<file path="src/rtl/stream_demux_pkg.sv">
// rtl/stream_demux_pkg.sv - shared constants and types for the 1:4 stream demultiplexer
package stream_demux_pkg;
  localparam int N_CH      = 4;
  localparam int SEL_W     = 2;
  localparam int CNT_W_DEF = 8;

  typedef logic [SEL_W-1:0] chan_idx_t;
endpackage

</file>
<file path="src/rtl/demux_slot.sv">
// rtl/demux_slot.sv - one-entry output register slot with push counter
module demux_slot #(
  parameter int W     = 4,
  parameter int CNT_W = 8
) (
  input  logic             clk,
  input  logic             rst_n,
  input  logic             push,
  input  logic [W-1:0]     wdata,
  input  logic             rd_ready,
  output logic             valid,
  output logic [W-1:0]     rdata,
  output logic [CNT_W-1:0] cnt
);

  localparam logic [CNT_W-1:0] CNT_ONE = {{(CNT_W-1){1'b0}}, 1'b1};

  // A push wins over a pop in the same cycle, so a draining slot refills without a bubble.
  always_ff @(posedge clk or negedge rst_n) begin
    if (!rst_n) begin
      valid <= 1'b0;
      rdata <= '0;
      cnt   <= '0;
    end else if (push) begin
      valid <= 1'b1;
      rdata <= wdata;
      cnt   <= cnt + CNT_ONE;
    end else if (valid && rd_ready) begin
      valid <= 1'b0;
    end
  end

endmodule

</file>
<file path="src/rtl/stream_demux_1_4.sv">
// rtl/stream_demux_1_4.sv - valid/ready 1:4 stream demultiplexer with per-channel accept counters
module stream_demux_1_4
  import stream_demux_pkg::*;
#(
  parameter int W     = 4,
  parameter int CNT_W = CNT_W_DEF
) (
  input  logic                        clk,
  input  logic                        rst_n,
  input  logic [W-1:0]                in_data,
  input  chan_idx_t                   in_sel,
  input  logic                        in_valid,
  output logic                        in_ready,
  output logic [N_CH-1:0][W-1:0]      out_data,
  output logic [N_CH-1:0]             out_valid,
  input  logic [N_CH-1:0]             out_ready,
  output logic [N_CH-1:0][CNT_W-1:0]  acc_cnt
);

  logic            in_fire;
  logic [N_CH-1:0] push;

  // Only the addressed slot gates the input; other channels' backpressure is irrelevant.
  assign in_ready = ~out_valid[in_sel] | out_ready[in_sel];
  assign in_fire  = in_valid & in_ready;

  always_comb begin
    push = '0;
    for (int k = 0; k < N_CH; k++) begin
      push[k] = in_fire && (in_sel == chan_idx_t'(k));
    end
  end

  for (genvar k = 0; k < N_CH; k++) begin : g_ch
    demux_slot #(
      .W     (W),
      .CNT_W (CNT_W)
    ) u_slot (
      .clk      (clk),
      .rst_n    (rst_n),
      .push     (push[k]),
      .wdata    (in_data),
      .rd_ready (out_ready[k]),
      .valid    (out_valid[k]),
      .rdata    (out_data[k]),
      .cnt      (acc_cnt[k])
    );
  end

endmodule

</file>
<file path="config.mk">
export PLATFORM = sky130hd
export DESIGN_NAME = stream_demux_1_4
export DESIGN_NICKNAME = d
export VERILOG_FILES = /design/src/rtl/stream_demux_pkg.sv /design/src/rtl/demux_slot.sv /design/src/rtl/stream_demux_1_4.sv
export SDC_FILE = /design/constraint.sdc
export NUM_CORES = 1
export LEC_CHECK = 0
export CORE_MARGIN = 2
export CORE_UTILIZATION = 53
export CTS_BUF_LIST = sky130_fd_sc_hd__clkbuf_4
export DETAILED_ROUTE_END_ITERATION = 10
export GPL_TIMING_DRIVEN = 0
export PLACE_DENSITY_LB_ADDON = 0.05
export SETUP_SLACK_MARGIN = 0.15
export SYNTH_ARGS = -nofsm -noshare
export SYNTH_HDL_FRONTEND = slang
export SYNTH_SLANG_ARGS = --single-unit
export TNS_END_PERCENT = 100
</file>
<file path="constraint.sdc">
create_clock -name clk -period 4.55 [get_ports clk]
set_input_delay 0.455 -clock clk [delete_from_list [all_inputs] [get_ports clk]]
set_output_delay 0.455 -clock clk [all_outputs]
set_load 0.02 [all_outputs]
</file>
# Yosys cells after proc, flatten, opt, wreduce, memory -nomap -nowiden
# Index checks and enable logic that the tools add are counted.
# totals
reg_bits,52
input_bits,13
out_inout_bits,53
# op_classes
n_addsub,4
order_cmp,1
eq_ne,3
mux,12
bitwise_logic,3
n_reduce_logical,13
# op_table
cell,count
$add A8 B1 Y8 const B,4
$mux W1,10
$logic_and A1 B1 Y1,8
$reduce_bool A2 Y1,4
$bmux W1 S2,2
$eq A2 B2 Y1 const B,2
$lt A2 B3 Y1 const B,1
$eq A2 B1 Y1 const B,1
$logic_not A2 Y1,1
$and A1 B1 Y1,1
$not A1 Y1,1
$or A1 B1 Y1,1

# Longest topological paths before layout
# Gate-level depths: netlist of the first run.
# depth
depth_word,7
mapped_depth,5
mapped_depth_nobuf,4

# Cells and area by module
# A second synthesis of the first run with hierarchy kept.
# unflattened
cells_unflattened,161
area_unflattened_um2,2193.4
# by_module_without_submodules
mod,n_inst,cells_each,area_each_um2,seq_area_each_um2
demux_slot,4,38,523.0,325.3
stream_demux_1_4,1,9,101.3,0.0

# Least setup slack after synthesis of the first run
# No wires, ideal clock.
# synth_path
path_kind,register -> output
from,register g_ch[0].u_slot.valid
to,output in_ready
arrival_ns,1.169
t_required_ns,4.095
path_slack_ns,2.926
stages_incl_launch_ff,4
cell_sequence,dfrtp_1 > nor2b_1 > mux4_1 > inv_1
# synth_between
elab_chain_len,4
# synth_rtl
item,line,text
from (decl),demux_slot.sv:11,"output logic valid,"
from (signal assigned),demux_slot.sv:21,valid <= 1'b0;
from (signal assigned),demux_slot.sv:25,valid <= 1'b1;
from (signal assigned),demux_slot.sv:29,valid <= 1'b0;
$bmux W1 S2,stream_demux_1_4.sv:24,assign in_ready = ~out_valid[in_sel] | out_ready[in_sel];
$mux W1 (not written as such),stream_demux_1_4.sv:24,
$not A1 Y1,stream_demux_1_4.sv:24,
$or A1 B1 Y1,stream_demux_1_4.sv:24,
to (decl),stream_demux_1_4.sv:13,"output logic in_ready,"
# No other way between the ends. The select of a mux whose other input is x is not followed.

# Final worst setup path of the first run
# layout_path
from,input in_sel[1]
to,output in_ready
# layout_between
elab_chain_len,4
# layout_rtl
item,line,text
from (decl),stream_demux_1_4.sv:11,"input chan_idx_t in_sel,"
$bmux W1 S2,stream_demux_1_4.sv:24,
$mux W1 (not written as such),stream_demux_1_4.sv:24,
$not A1 Y1,stream_demux_1_4.sv:24,
$or A1 B1 Y1 (*),stream_demux_1_4.sv:24,
# Every way passes the cells marked *; elsewhere a longest branch is shown, timed or not. The select of a mux whose other input is x is not followed.

==> flow_metrics.env, run 1 <==
export IMPL_tns_ns=0
export IMPL_fp_coreArea_mm2=0.00409
export IMPL_core_rowCount=23
export IMPL_p_seq_share_pct=46.6
export IMPL_finalCriticalPeriod_ns=2.68
export IMPL_cpMostUsedCell="clkdlybuf4s50_1"
export IMPL_yosysSeqAreaShare_pct=56.6
export IMPL_vias=1503
export IMPL_crit_type="in -> out"
export IMPL_avgSynthCellArea_um2=13.8
export IMPL_synth_nets=183
export IMPL_area_delta_synth_final_pct=34.6
export IMPL_cts_htree_levels=2
export IMPL_grt_start_max_net_pins=37
export IMPL_drt_iter0_drc=66
export IMPL_crit_chain="clkdlybuf4s50_1, mux4_1, inv_1, clkdlybuf4s50_1"
export IMPL_crit_buf_inv=3
export IMPL_synth_cells=166
export IMPL_grt_ovfl_total=0
export IMPL_hold_class="reg -> reg"
export IMPL_vias_per_cell=5.16
export IMPL_clock_power_share_pct=14.0
export IMPL_p_sw_uw=533
export IMPL_worst_ir_drop_vdd_v=0.000336
export IMPL_p_int_uw=942
export IMPL_max_freq_ghz=0.374
export IMPL_netSwitchingFraction_pct=36.1
export IMPL_slew_headroom_pct=68.9
export IMPL_chipHeight_um=69.8
export IMPL_die_area_mm2=0.00488
export IMPL_cts_sinks=52
export IMPL_finalWirelength_um=4480
export IMPL_yosysWarningCount=0
export IMPL_cts_root_buf="clkbuf_4"
export IMPL_initial_core_util_pct=56.2
export IMPL_synth_cell_type_count=29
export IMPL_wire_per_inst_um=15.4
export IMPL_final_hold_viol_count=0
export IMPL_rsz0062_at_grt="no"
export IMPL_port_buffers=65
export IMPL_grt_pass1_vias=1586
export IMPL_cts_clk_slew_worst_paths_ns=0.15
export IMPL_ys_ff_latch=52
export IMPL_clk_latency_ns=0.38
export IMPL_cpPeakStageDelay_ns=0.60
export IMPL_final_layout_size_suffix_gt1_share_pct=21.6
export IMPL_worst_path_max_fanout=4
export IMPL_crit_slowest_cell="clkdlybuf4s50_1"
export IMPL_skew_ns=0.0234
export IMPL_cts_tree="done"
export IMPL_antenna_found_initial=0
export IMPL_pwr_density_cell_mw_per_mm2=477
export IMPL_place_gp_congestion=0.691
export IMPL_syn_cell_area_mm2=0.00230
export IMPL_tightest_slew_ns=0.465
export IMPL_fin_crit_sh_pct=58.8
export IMPL_cts_buffers=5
export IMPL_drv_slew=0
export IMPL_drc_errors=0
export IMPL_end_kind="output port"
export IMPL_status="finished clean"
export IMPL_power_total_mw=1.48
export IMPL_grt_first_pass_wirelength_um=7730
export IMPL_fillCellCount=270
export IMPL_clockBufferDepth=2
export IMPL_p_leak_nw=1.34
export IMPL_ant_nets=0
export IMPL_n_antenna_cell=0
export IMPL_arrival_ns=2.22
export IMPL_postCtsSetupBuffers=0
export IMPL_die_w_um=69.8
export IMPL_io_pins=66
export IMPL_first_pass_iters=4
export IMPL_cp_top_family="buffers and inverters"
export IMPL_p_comb_share_pct=39.3
export IMPL_setup_viol=0
export IMPL_fin_nets=257
export IMPL_dp_hpwl_um=3380
export IMPL_start_kind="primary input"
export IMPL_cp_required_ns=4.09
export IMPL_drv_cap=0
export IMPL_track_usage_pct=20.2
==> sequential cells by signal, indices dropped and copies added, names as in the netlist <==
| register | cells |
|---|---|
| g_ch.u_slot.rdata | 16 |
| g_ch.u_slot.cnt | 32 |
| g_ch.u_slot.valid | 4 |
==> cell usage in the layout (no fill, tap or decap), types with 2 or more instances in the layout <==
master,n
and2_1,4
and3_1,3
buf_2,2
buf_4,4
clkbuf_4,7
clkdlybuf4s50_1,64
dfrtp_1,52
ha_1,4
inv_1,2
mux2_2,20
nand2_1,9
nand2b_1,2
nand3_1,6
nand3_2,4
nand4_1,7
nand4_4,2
nor2b_1,4
nor3_2,2
or2_2,3
xnor2_1,20
xnor2_2,2
xor2_1,6
==> worst paths after layout <==
path                                       startpoint                       to  slack (ns)  cells past startpoint
worst max-delay path                        in_sel[1]                 in_ready        1.87                      4
worst min-delay path            g_ch[0].u_slot.cnt[7]    g_ch[0].u_slot.cnt[7]        0.49                      1
worst max register to register   g_ch[2].u_slot.valid  g_ch[2].u_slot.rdata[3]        2.93                      4
max in group asynchronous                       rst_n    g_ch[2].u_slot.cnt[4]        3.50                      3
worst min register to register  g_ch[0].u_slot.cnt[7]    g_ch[0].u_slot.cnt[7]        0.49                      1
min in group asynchronous                       rst_n    g_ch[0].u_slot.cnt[3]        0.51                      2
==> power groups by stage <==
stage          Combinational (mW)  Sequential, mW  Clock (mW)
2_1_floorplan               0.171           0.809           0
3_3_place_gp                0.568           0.684           0
3_5_place_dp                0.584           0.696           0
4_1_cts                     0.587           0.688       0.212
5_1_grt                     0.621           0.708       0.230
6_report                    0.581           0.688       0.207
==> layout make-up <==
type                            instances  area, um2  share of cell area [%]
Clock inverter                          1       3.75                   0.121
Buffer                                  6       46.3                    1.50
Inverter                                2       7.51                   0.243
Tap cell                               50       62.6                    2.02
Sequential cell                        52       1300                    42.1
Multi-Input combinational cell        106        942                    30.5
Timing Repair Buffer                   67        676                    21.9
Clock buffer                            7       52.6                    1.70
==> synthesized netlist by cell type, drive strengths merged <==
cell type	instances	share of area (%)
nor3b	1	0.82
nor2	2	0.65
nand2b	3	0.93
nor3	4	1.8
dfrtp	52	57
mux2	20	9.8
and2	4	1.1
buf	6	2.0
xor2	6	2.3
nor4	1	0.27
nand4	9	3.8
nand3	10	3.1
mux4	1	1.1
xnor2	22	9.0
nand2	9	1.5
ha	4	2.2
or2	3	0.82
and3	3	0.82
inv	2	0.33
nor2b	4	1.1
==> routing by layer <==
metal / wire length (um) / GRT usage, % / share of wire, %
met5: 0 / 0 / 0
met4: 62 / 7.26 / 1.4
met3: 240 / 6.98 / 5.4
met2: 2290 / 33.9 / 51
met1: 1880 / 24.0 / 42
==> through the flow <==
step                      hold WS [ns]  area (um2)  std cells  utilization, %  setup WS (ns)
after detailed placement         0.407        3030        282            74.0           1.86
after CTS                        0.489        3090        291            75.7           1.87
after floorplan                  0.159        2300        166               -           2.93
final                            0.486        3090        291            75.7           1.87
after global placement           0.459        3010        281            73.7           1.64
after global routing             0.512        3090        291            75.7           1.83
==> cells by family (layout without fill, tap and decap cells) <==
kind of cell             count (synthesis)  count (layout)  synth area share, %
XOR/XNOR                                28              28                 11.3
adder cells (fa/ha/maj)                  4               4                 2.18
buffers and inverters                    8              83                 2.34
flip-flops                              52              52                 56.6
multiplexers                            21              21                 10.9
AND/OR/NAND/NOR                         53              53                 16.6
==> repair_timing <==
| action | CTS | global route |
|---|---|---|
| hold endpoints to repair | 16 | 0 |
| resized for setup | 0 | 0 |
| hold buffers | 1 | 0 |
(Power assumes the default switching activity.)
==> run 2: changes to the inputs <==
- CORE_UTILIZATION: 53 -> 44
- clock period: 4.55 -> 2.2 ns (I/O delays scaled with it)
==> run 2 against run 1 <==
Critical path depth unchanged. Final area increased by 1.7%. Critical endpoint unchanged. Power increased by 110%. Combinational power increased by 110%.
==> flow_metrics.env, run 2 (same netlist as run 1, synthesis figures left out) <==
export IMPL_status="finished clean"
export IMPL_fin_nets=258
export IMPL_ant_nets=0
export IMPL_track_usage_pct=16.3
export IMPL_cts_sinks=52
export IMPL_final_cell_mix="clkdlybuf4s50_1 (63), dfrtp_1 (52), xnor2_1 (20), mux2_2 (20), nand2_1 (9)"
export IMPL_rsz0062_at_grt="no"
export IMPL_cts_tree="done"
export IMPL_antenna_found_initial=0
export IMPL_largestRegisters="g_ch.u_slot.cnt: 32 flops, g_ch.u_slot.rdata: 16 flops, g_ch.u_slot.valid: 4 flops"
export IMPL_finalWirelength_um=4430
export IMPL_power_total_mw=3.14
export IMPL_drv_cap=0
export IMPL_largest_reg_flops=32
export IMPL_start_kind="flop"
export IMPL_grt_pass1_vias=1497
export IMPL_first_pass_iters=4
export IMPL_crit_chain="nor2b_1, mux4_1, inv_1, buf_2"
export IMPL_initial_core_util_pct=45.3
export IMPL_arrival_ns=1.66
export IMPL_drt_iter0_drc=37
export IMPL_multi_input_area_um2=945
export IMPL_final_layout_size_suffix_gt1_share_pct=23.1
export IMPL_hold_class="in -> async"
export IMPL_cts_buffers=5
export IMPL_die_area_mm2=0.00581
export IMPL_cts_root_buf="clkbuf_4"
export IMPL_fp_coreArea_mm2=0.00507
export IMPL_setup_viol=0
export IMPL_grt_start_max_net_pins=28
export IMPL_port_buffers=65
export IMPL_worst_r2r_cell_count=4
export IMPL_vias_per_cell=4.72
export IMPL_worst_hold_slack_ns=0.390
export IMPL_crit_buf_inv=2
export IMPL_final_hold_viol_count=0
export IMPL_cp_top_family="multiplexers"
export IMPL_cts_htree_levels=2
export IMPL_chipHeight_um=76.3
export IMPL_finalCriticalPeriod_ns=1.88
export IMPL_clk_latency_ns=0.36
export IMPL_largest_register="g_ch.u_slot.cnt"
export IMPL_skew_ns=0.0167
export IMPL_slew_headroom_pct=58.8
export IMPL_crit_slowest_cell="mux4_1"
export IMPL_ff_latch_area_mm2=0.00130
export IMPL_drv_slew=0
export IMPL_die_w_um=76.3
export IMPL_grt_ovfl_total=0
export IMPL_core_rowCount=26
export IMPL_cpPeakStageDelay_ns=0.50
export IMPL_cp_required_ns=1.98
export IMPL_place_gp_congestion=0.787
export IMPL_io_pins=66
export IMPL_dp_hpwl_um=3430
export IMPL_area_delta_synth_final_pct=36.9
export IMPL_grt_first_pass_wirelength_um=7510
export IMPL_layout_commonest_cell="clkdlybuf4s50_1"
export IMPL_crit_type="reg -> out"
export IMPL_drc_errors=0
export IMPL_fillCellCount=412
export IMPL_end_kind="output port"
export IMPL_vias=1473
export IMPL_wire_per_inst_um=14.2
export IMPL_crit_cells=4
export IMPL_n_antenna_cell=0
export IMPL_worst_path_max_fanout=3
export IMPL_p_leak_nw=1.35
export IMPL_worst_ir_drop_vdd_v=0.000540
export IMPL_pwr_density_cell_mw_per_mm2=1000
export IMPL_tightest_slew_ns=0.619
export IMPL_fin_crit_sh_pct=85.6
export IMPL_max_freq_ghz=0.531
export IMPL_cts_clk_slew_worst_paths_ns=0.15
export IMPL_clockBufferDepth=2
export IMPL_utilization_pct=62.0
-- run 2: what timing repair did --
action | in CTS | in global routing
setup buffers | 0 | 1
setup endpoints to repair | 1 | 1
hold buffers | 1 | 0
pin swaps | 0 | 0
resized for setup | 3 | 2
hold endpoints to repair | 26 | 0
-- run 2: power breakdown --
part	switching [mW]	internal (mW)	leakage [nW]
clock	0.279	0.251	0.0456
combinational	0.584	0.622	0.647
sequential	0.231	1.18	0.660
total	1.09	2.05	1.35
-- run 2: stage by stage --
step	setup WS, ns	area (um2)	cells	setup TNS [ns]
final	0.316	3150	312	0
after global routing	0.216	3150	312	0
after CTS	0.154	3140	311	0
after detailed placement	-0.0275	3050	302	-0.0275
after global placement	-0.479	3040	301	-24.79
after floorplan	0.767	2300	166	0
-- run 2: path summary, 6_finish.rpt --
path	from	endpoint	slack, ns
max	g_ch[2].u_slot.valid	in_ready	0.32
min in group clk	g_ch[0].u_slot.cnt[7]	g_ch[0].u_slot.cnt[7]	0.48
max reg2reg	g_ch[2].u_slot.valid	g_ch[2].u_slot.rdata[3]	0.58
min reg2reg	g_ch[0].u_slot.cnt[7]	g_ch[0].u_slot.cnt[7]	0.48
min	rst_n	g_ch[3].u_slot.rdata[3]	0.39
max in group asynchronous	rst_n	g_ch[1].u_slot.rdata[2]	1.25
-- run 2: area by class of cell --
class | instances | share of cell area (%)
flip-flops and latches | 52 | 41.4
multi-input cells | 106 | 30.0
repair buffers | 68 | 21.6
well taps | 70 | 2.78
plain buffers | 6 | 1.47
clock buffers | 6 | 1.43
clock inverters | 2 | 1.11
inverters | 2 | 0.239
-- run 2: layer usage --
metal / share of wire, % / vias up / wire length, um / global-route usage (%)
met1: 42 / 712 / 1880 / 20.1
met3: 7.6 / 5 / 338 / 6.16
met5: 0 / - / 0 / 0
met4: 1.1 / 0 / 48 / 3.82
met2: 49 / 44 / 2160 / 27.2
li1: - / 712 / - / -
